--- config.mk ---
export PLATFORM = sky130hd
export DESIGN_NAME = bus_stall_bridge
export DESIGN_NICKNAME = d
export VERILOG_FILES = /design/src/rtl/bus_stall_bridge.sv
export SDC_FILE = /design/constraint.sdc
export NUM_CORES = 1
export LEC_CHECK = 0
export CORE_ASPECT_RATIO = 2
export CORE_MARGIN = 2
export CORE_UTILIZATION = 40
export DETAILED_ROUTE_END_ITERATION = 6
export PLACE_DENSITY = 0.81
export SYNTH_ARGS = -nofsm -noshare
export SYNTH_HDL_FRONTEND = slang
export SYNTH_SLANG_ARGS = --single-unit
--- constraint.sdc ---
create_clock -name clk_i -period 2.52 [get_ports clk_i]
set_input_delay 0.504 -clock clk_i [delete_from_list [all_inputs] [get_ports clk_i]]
set_output_delay 0.504 -clock clk_i [all_outputs]
set_load 0.05 [all_outputs]
--- src/rtl/bus_stall_bridge.sv ---
// bus_stall_bridge
//   Maps an address window of the rv32 CPU bus onto a slow peripheral that
//   signals completion with a busy handshake. A window hit halts the CPU and
//   sends a one-cycle request to the peripheral. The bridge then waits for
//   module_busy_i to drop, returns the captured read data, and releases the
//   halt.
//
//   Optional feature macro: BUS_STALL_TIMEOUT_EN
//     defined   -> a watchdog aborts a WAIT after TIMEOUT_CYCLES busy-high
//                  cycles. On abort it returns TIMEOUT_DATA and sets the
//                  sticky timeout_o.
//     undefined -> WAIT exits only when busy is low, timeout_o is tied 0 and
//                  timeout_clr_i is ignored.
//
// Ports
//   clk_i          in   sole clock, rising edge
//   reset_i        in   asynchronous active-low reset
//   address_i      in   CPU address
//   data_i         in   CPU write data
//   we_i           in   CPU write enable (qualified by req_i)
//   req_i          in   one-cycle CPU access strobe
//   cpu_halt_o     out  stall to CPU
//   rdata_o        out  completed read data, held until next completion
//   rdata_valid_o  out  one-cycle completion pulse
//   mod_address_o  out  latched window offset (address_i - BASE_ADDR)
//   mod_data_o     out  latched write data
//   mod_we_o       out  latched write flag, valid with mod_req_o
//   mod_req_o      out  one-cycle request to peripheral
//   mod_data_i     in   peripheral read data
//   module_busy_i  in   peripheral busy
//   timeout_o      out  sticky abort flag
//   timeout_clr_i  in   clears timeout_o
//
// States
//   IDLE  | no access in flight
//   ISSUE | mod_req_o pulsed, watchdog cleared
//   WAIT  | waiting for module_busy_i low (or watchdog expiry)
//   DONE  | rdata_valid_o pulse; a new hit may be accepted here

module bus_stall_bridge #(
    parameter int                    ADDR_WIDTH     = 32,
    parameter int                    DATA_WIDTH     = 32,
    parameter logic [ADDR_WIDTH-1:0] BASE_ADDR      = 32'h0000_9000,
    parameter logic [ADDR_WIDTH-1:0] ADDR_SPAN      = 32'h0000_0100,
    parameter int                    TIMEOUT_CYCLES = 1024,
    parameter logic [DATA_WIDTH-1:0] TIMEOUT_DATA   = 32'hDEAD_BEEF
) (
    input  logic                  clk_i,
    input  logic                  reset_i,
    input  logic [ADDR_WIDTH-1:0] address_i,
    input  logic [DATA_WIDTH-1:0] data_i,
    input  logic                  we_i,
    input  logic                  req_i,
    output logic                  cpu_halt_o,
    output logic [DATA_WIDTH-1:0] rdata_o,
    output logic                  rdata_valid_o,
    output logic [ADDR_WIDTH-1:0] mod_address_o,
    output logic [DATA_WIDTH-1:0] mod_data_o,
    output logic                  mod_we_o,
    output logic                  mod_req_o,
    input  logic [DATA_WIDTH-1:0] mod_data_i,
    input  logic                  module_busy_i,
    output logic                  timeout_o,
    input  logic                  timeout_clr_i
);

    typedef enum logic [1:0] {
        S_IDLE  = 2'd0,
        S_ISSUE = 2'd1,
        S_WAIT  = 2'd2,
        S_DONE  = 2'd3
    } state_t;

    state_t state;
    state_t state_next;

    logic accept;
    logic complete;
    logic abort;
    logic timeout_hit;
    logic hit;

    // Window compare is done one bit wider so BASE_ADDR+ADDR_SPAN cannot wrap.
    logic [ADDR_WIDTH:0] addr_ext;
    logic [ADDR_WIDTH:0] win_lo;
    logic [ADDR_WIDTH:0] win_hi;

    assign addr_ext = {1'b0, address_i};
    assign win_lo   = {1'b0, BASE_ADDR};
    assign win_hi   = {1'b0, BASE_ADDR} + {1'b0, ADDR_SPAN};
    assign hit      = (addr_ext >= win_lo) && (addr_ext < win_hi);

    always_ff @(posedge clk_i or negedge reset_i) begin
        if (!reset_i) begin
            state <= S_IDLE;
        end else begin
            state <= state_next;
        end
    end

    always_comb begin
        state_next = state;
        accept     = 1'b0;
        complete   = 1'b0;
        abort      = 1'b0;
        case (state)
            S_IDLE, S_DONE: begin
                if (req_i && hit) begin
                    accept     = 1'b1;
                    state_next = S_ISSUE;
                end else begin
                    state_next = S_IDLE;
                end
            end
            S_ISSUE: begin
                state_next = S_WAIT;
            end
            S_WAIT: begin
                if (!module_busy_i) begin
                    complete   = 1'b1;
                    state_next = S_DONE;
                end else if (timeout_hit) begin
                    abort      = 1'b1;
                    state_next = S_DONE;
                end
            end
            default: begin
                state_next = S_IDLE;
            end
        endcase
    end

    // The accept term stalls the CPU in the request cycle itself, and keeps
    // halt high through DONE when a back-to-back hit arrives there.
    assign cpu_halt_o    = (state == S_ISSUE) || (state == S_WAIT) || accept;
    assign mod_req_o     = (state == S_ISSUE);
    assign rdata_valid_o = (state == S_DONE);

    always_ff @(posedge clk_i or negedge reset_i) begin
        if (!reset_i) begin
            mod_address_o <= '0;
            mod_data_o    <= '0;
            mod_we_o      <= 1'b0;
            rdata_o       <= '0;
        end else begin
            if (accept) begin
                mod_address_o <= address_i - BASE_ADDR;
                mod_data_o    <= data_i;
                mod_we_o      <= we_i;
            end
            if (complete) begin
                rdata_o <= mod_data_i;
            end else if (abort) begin
                rdata_o <= TIMEOUT_DATA;
            end
        end
    end

`ifdef BUS_STALL_TIMEOUT_EN
    localparam int CNT_W = $clog2(TIMEOUT_CYCLES + 1);

    logic [CNT_W-1:0] wd_cnt;

    // wd_cnt holds the number of earlier busy-high WAIT cycles, so the
    // TIMEOUT_CYCLES-th busy cycle is the one that sees TIMEOUT_CYCLES-1.
    assign timeout_hit = (wd_cnt == CNT_W'(TIMEOUT_CYCLES - 1));

    always_ff @(posedge clk_i or negedge reset_i) begin
        if (!reset_i) begin
            wd_cnt <= '0;
        end else if (state == S_ISSUE) begin
            wd_cnt <= '0;
        end else if ((state == S_WAIT) && module_busy_i && !timeout_hit) begin
            wd_cnt <= wd_cnt + CNT_W'(1);
        end
    end

    // A fresh abort wins over a simultaneous clear.
    always_ff @(posedge clk_i or negedge reset_i) begin
        if (!reset_i) begin
            timeout_o <= 1'b0;
        end else if (abort) begin
            timeout_o <= 1'b1;
        end else if (timeout_clr_i) begin
            timeout_o <= 1'b0;
        end
    end
`else
    logic unused_timeout;

    assign timeout_hit    = 1'b0;
    assign timeout_o      = 1'b0;
    assign unused_timeout = timeout_clr_i ^ (TIMEOUT_CYCLES < 2);
`endif

endmodule

======== After elaboration in Yosys (flattened, before gate mapping) ========
Cells that the tools add are included.
operators by class
  magnitude comparators ................... 2
  reductions and logical operators ........ 6
  mux-type cells .......................... 8
  eq/ne operators ......................... 4
  add/sub/neg operators ................... 1
operators by type and width
  operator                number
  $ge 32x16->1 const B    1
  $lt 32x16->1 const B    1
  $mux 32                 1
  $sub 32x16->32 const B  1
  $pmux 2 s3              1
  $mux 1                  5
  $eq 2x2->1 const B      2
  $eq 2x1->1 const B      1
  $logic_and 1x1->1       2
  $logic_not 2->1         1
  $logic_or 1x1->1        2
  $mux 2                  1
  $ne 2x2->1 const B      1
  $reduce_or 2->1         1
word-level totals
  output and inout bits ................... 101
  bits in registers ....................... 99

======== Depth between registers and ports, before layout ========
  depth in word-level cells ............... 6
  mapped depth ............................ 8
  gate-level depth less buffers ........... 7

======== Worst setup path after synthesis ========
OpenSTA, ideal clock, no wires.
  path kind ............................... input -> output
  start point ............................. input port address_i[13]
  end point ............................... output port cpu_halt_o
  path slack .............................. -0.121 ns
  required time ........................... 2.016 ns
  cell stages on the path ................. 7
  arrival time ............................ 2.137 ns
  path buffers ............................ 1
  cells stage by stage .................... inv_1 > ha_1 > nor4b_1 > nand4_1 > a211oi_4 > buf_6 > nand2b_1
between the ends
  longest elaborated chain between the ends .. 6
ends and longest elaborated chain
  what                                          line  RTL
  from (decl)                                   50    input logic [ADDR_WIDTH-1:0] address_i,
  $ge 32x16->1 or $lt 32x16->1 (tied branches)  91    assign hit = (addr_ext >= win_lo) && (addr_ext < win_hi);
  $logic_and 1x1->1 (*)                         91
  $logic_and 1x1->1 (*)                         108   if (req_i && hit) begin
  $mux 1 (*)                                    108
  $mux 1 (*)                                    106   case (state)
  $logic_or 1x1->1 (*)                          135   assign cpu_halt_o = (state == S_ISSUE) || (state == S_WAIT) || accept;
  to (decl)                                     54    output logic cpu_halt_o,
Mark *: on every way between the ends. The rest lies on a longest branch, timed or not.

======== Worst setup path after layout ========
  start point ............................. input port address_i[29]
  end point ............................... output port cpu_halt_o
Same word-level chain as after synthesis.

==> impl_metrics.yaml <==
status:
  status: "finished, final reports clean"
clock_network:
  htree_num_levels: 3
  cts.root.buffer_cell: "clkbuf_16"
  tritoncts_num_sinks: 99
  clkTransAtPathRegs_ps: 70
  worst_skew_pair_later_pin_latency_ps: 340
  cts_hold_buf: 0
  tritoncts.num_buffers: 9
  cts_max_path_buffers: 2
  cts_tree: "built"
yosys:
  netlist.top_cell.by_area: "dfrtp_1"
  synth.distinct_cells: 33
  yosysTopAreaCellShare_pct: 63.3
  synth_edf_count: 0
  post_synth_inst_count: 259
  synth_sequential_area_ratio_pct: 63.3
  yosys.cell_count.top_type: "dfrtp_1"
  synth_warnings: 0
  flops_latches_synth: 99
  synth_fp_nets: 366
  netlist_top_cells_area: "dfrtp_1 63%, mux2_2 22%, o21a_1 1.9%"
  postSynth.asyncResetShare_pct: 100
  dominantRegCellSynth: "dfrtp_1"
  synth_commonest_cells: "99 x dfrtp_1, 77 x mux2_2, 15 x inv_1"
  mean_instance_size_in_the_synthesized_netlist_sq_um: 15.1
  post_synthesis_instance_area_sq_um: 3910
global_route:
  grt_most_used_layer: "met2"
  grt_pass1_wl_um: 15300
  global_route.usage.total_pct: 19.2
  global_route_met3_utilization_pct: 4.84
  grt_max_degree: 62
  grt_antenna_before_repair: 0
  number_of_global_route_vias_before_repair: 3163
  groute.layer.met2.usage_pct: 35.4
  globalRoute.totalOverflow: 0
  grt_use_met1_pct: 19.7
layout:
  multi_input_comb_area_sq_um: 1360
  ff_latch_area_sq_um: 2480
  number_of_nets_in_the_layout: 585
  layout.cells.non_filler: 615
  antenna-diode-count: 0
  final.fill_count: 711
  syn2layout_area_growth_pct: 68.2
  layout-drive-gt1-share_pct: 27.1
floorplan:
  die_boundary_width_um: 73.9
  core_area_sq_um: 9640
  die-height_um: 144
  initial_utilization_pct: 40.6
  placementRows: 51
  overall_die_area_sq_um: 10600
  num_io_pins: 203
place:
  placed_cells_incl_taps: 596
  dp_slack_ps: -347
  placement.io_buffers: 200
  dp.final_hpwl_um: 7680
  gp_congestion: 0.777
setup_path:
  critPathCaptureType: "output pin"
  crit_family: "buffers and inverters"
  ordered_list_of_cells_on_the_worst_path: "clkdlybuf4s50_1 -> nor4_2 -> o211ai_1 -> a211oi_4 -> nand2b_4 -> buf_12"
  crit_arrival_ps: 1930
  timing_worst_setup_path_type: "in -> out"
  crit_path_launch_type: "input port"
  critPathBufInv: 2
  critical_path.slowest_cell: "clkdlybuf4s50_1"
  worst_path_largest_cell_delay_ps: 450
  cp.required_ps: 2020
  cp_max_fo: 3
power_and_ir_drop:
  power_density_over_the_cells_nw_per_um2: 907
  switchingPower_w: 0.00221
  comb_power_share_pct: 41.2
  power.share.clock_pct: 25.1
  worst_ir_drop_on_vdd_v: 0.000519
  power_w: 0.00596
  intPower_w: 0.00376
  swShare_pct: 37.0
  p_leak_nw: 3.00
  p_seq_share_pct: 33.7
sta:
  fin_crit_sh_pct: 96.7
  worst_slew_pin_slew_ps: 561
  setup_viol: 0
  worst_slew_margin_rel_pct: 62.5
  skew_ps: 8.34
  max_clock_freq_mhz: 411
  finalWorstSetupSlack_ps: 84.4
  final_critical_period_ps: 2440
  tns_ps: 0
  hold_slack_ps: 137
  maxSlewViolCount: 0
  report.final.hold_viol_count: 0
worst_hold_path:
  hp-class: "in -> async"
route:
  detailedRoute.firstPassIterationCount: 4
  drt_iter0_drc: 88
  antenna_left: 0
  vias: 2906
  routed_wl_per_cell_um: 16.4
  viasPerCell: 4.73
  drc_errors: 0
  routed_wl_um: 10100
flow_run:
  maxCapViolations: 0
==> kinds of logic (layout without fill, tap and decap cells) <==
group | count (synthesis) | count (layout) | share of synthesized area, %
other | 1 | 1 | 0.0959
and+or+nand+nor | 22 | 22 | 3.81
AOI/OAI and AO/OA | 26 | 26 | 4.54
adders and majority gates | 5 | 5 | 1.60
buffers and inverters | 27 | 251 | 3.97
xor gates and xnor gates | 1 | 1 | 0.224
DFF | 99 | 99 | 63.3
muxes | 78 | 78 | 22.4
==> routing by layer <==
layer  share of wire, %  vias up  wire (um)
met2                 58      140       5860
met3                7.3       17        730
met5                  0        -          0
li1                   -     1333          -
met4                2.3        0        232
met1                 32     1416       3240
==> placed cells by master, fill, tap and decap left out, types with 2 or more instances in the layout <==
cell	n
clkdlybuf4s50_1	179
dfrtp_1	99
mux2_2	77
buf_4	18
inv_1	14
o21ai_0	10
o21a_1	10
dlygate4sd2_1	10
clkbuf_16	9
dlymetal6s2s_1	8
nor4_2	4
nor2_1	3
ha_1	3
buf_12	3
nor2b_1	2
nor3_2	2
nand4_1	2
a21oi_1	2
ha_4	2
bufinv_16	2
inv_6	2
==> power by group through the flow <==
stage / sequential, W / combinational (W) / clock [W]
after global placement: 0.00202 / 0.00238 / 0
after global routing: 0.00204 / 0.00258 / 0.00161
after CTS: 0.00202 / 0.00246 / 0.00154
final: 0.00201 / 0.00246 / 0.00150
after detailed placement: 0.00205 / 0.00241 / 0
after floorplan: 0.00297 / 0.000556 / 0
==> stage by stage <==
step	instance area, sq um	utilization, %
after floorplan	3910	-
after global placement	6140	63.8
after detailed placement	6140	63.8
after CTS	6520	67.7
after global routing	6580	68.3
final	6580	68.3
==> path summary, 6_finish.rpt <==
kind,depth (start not counted),from,to,slack (ps)
setup / recovery,6,address_i[29],cpu_halt_o,80
hold / removal,1,reset_i,rdata_o[9],140
setup reg to reg,7,state[1],mod_data_o[15],270
hold reg to reg,1,mod_address_o[25],mod_address_o[25],490
max in group asynchronous,2,reset_i,mod_data_o[8],1660
min in group clk_i,2,address_i[10],mod_address_o[10],450
==> registers in the layout, indices dropped and copies added (netlist names) <==
name,flops
mod_data_o,32
state,2
mod_we_o,1
mod_address_o,32
rdata_o,32
==> cell type report <==
type / instances / share of cell area (%)
timing repair buffer: 220 / 33.3
clock buffer: 9 / 3.42
sequential: 99 / 37.7
clock inverter: 7 / 1.60
multi-input combinational: 133 / 20.6
inverter: 15 / 0.856
tap: 132 / 2.51
==> timing repair <==
action | CTS | global route
setup endpoints to repair | 2 | 1
pin swaps | 8 | 7
buffers inserted | 1 | 2
resized for setup | 20 | 15
(Power assumes the default switching activity.)
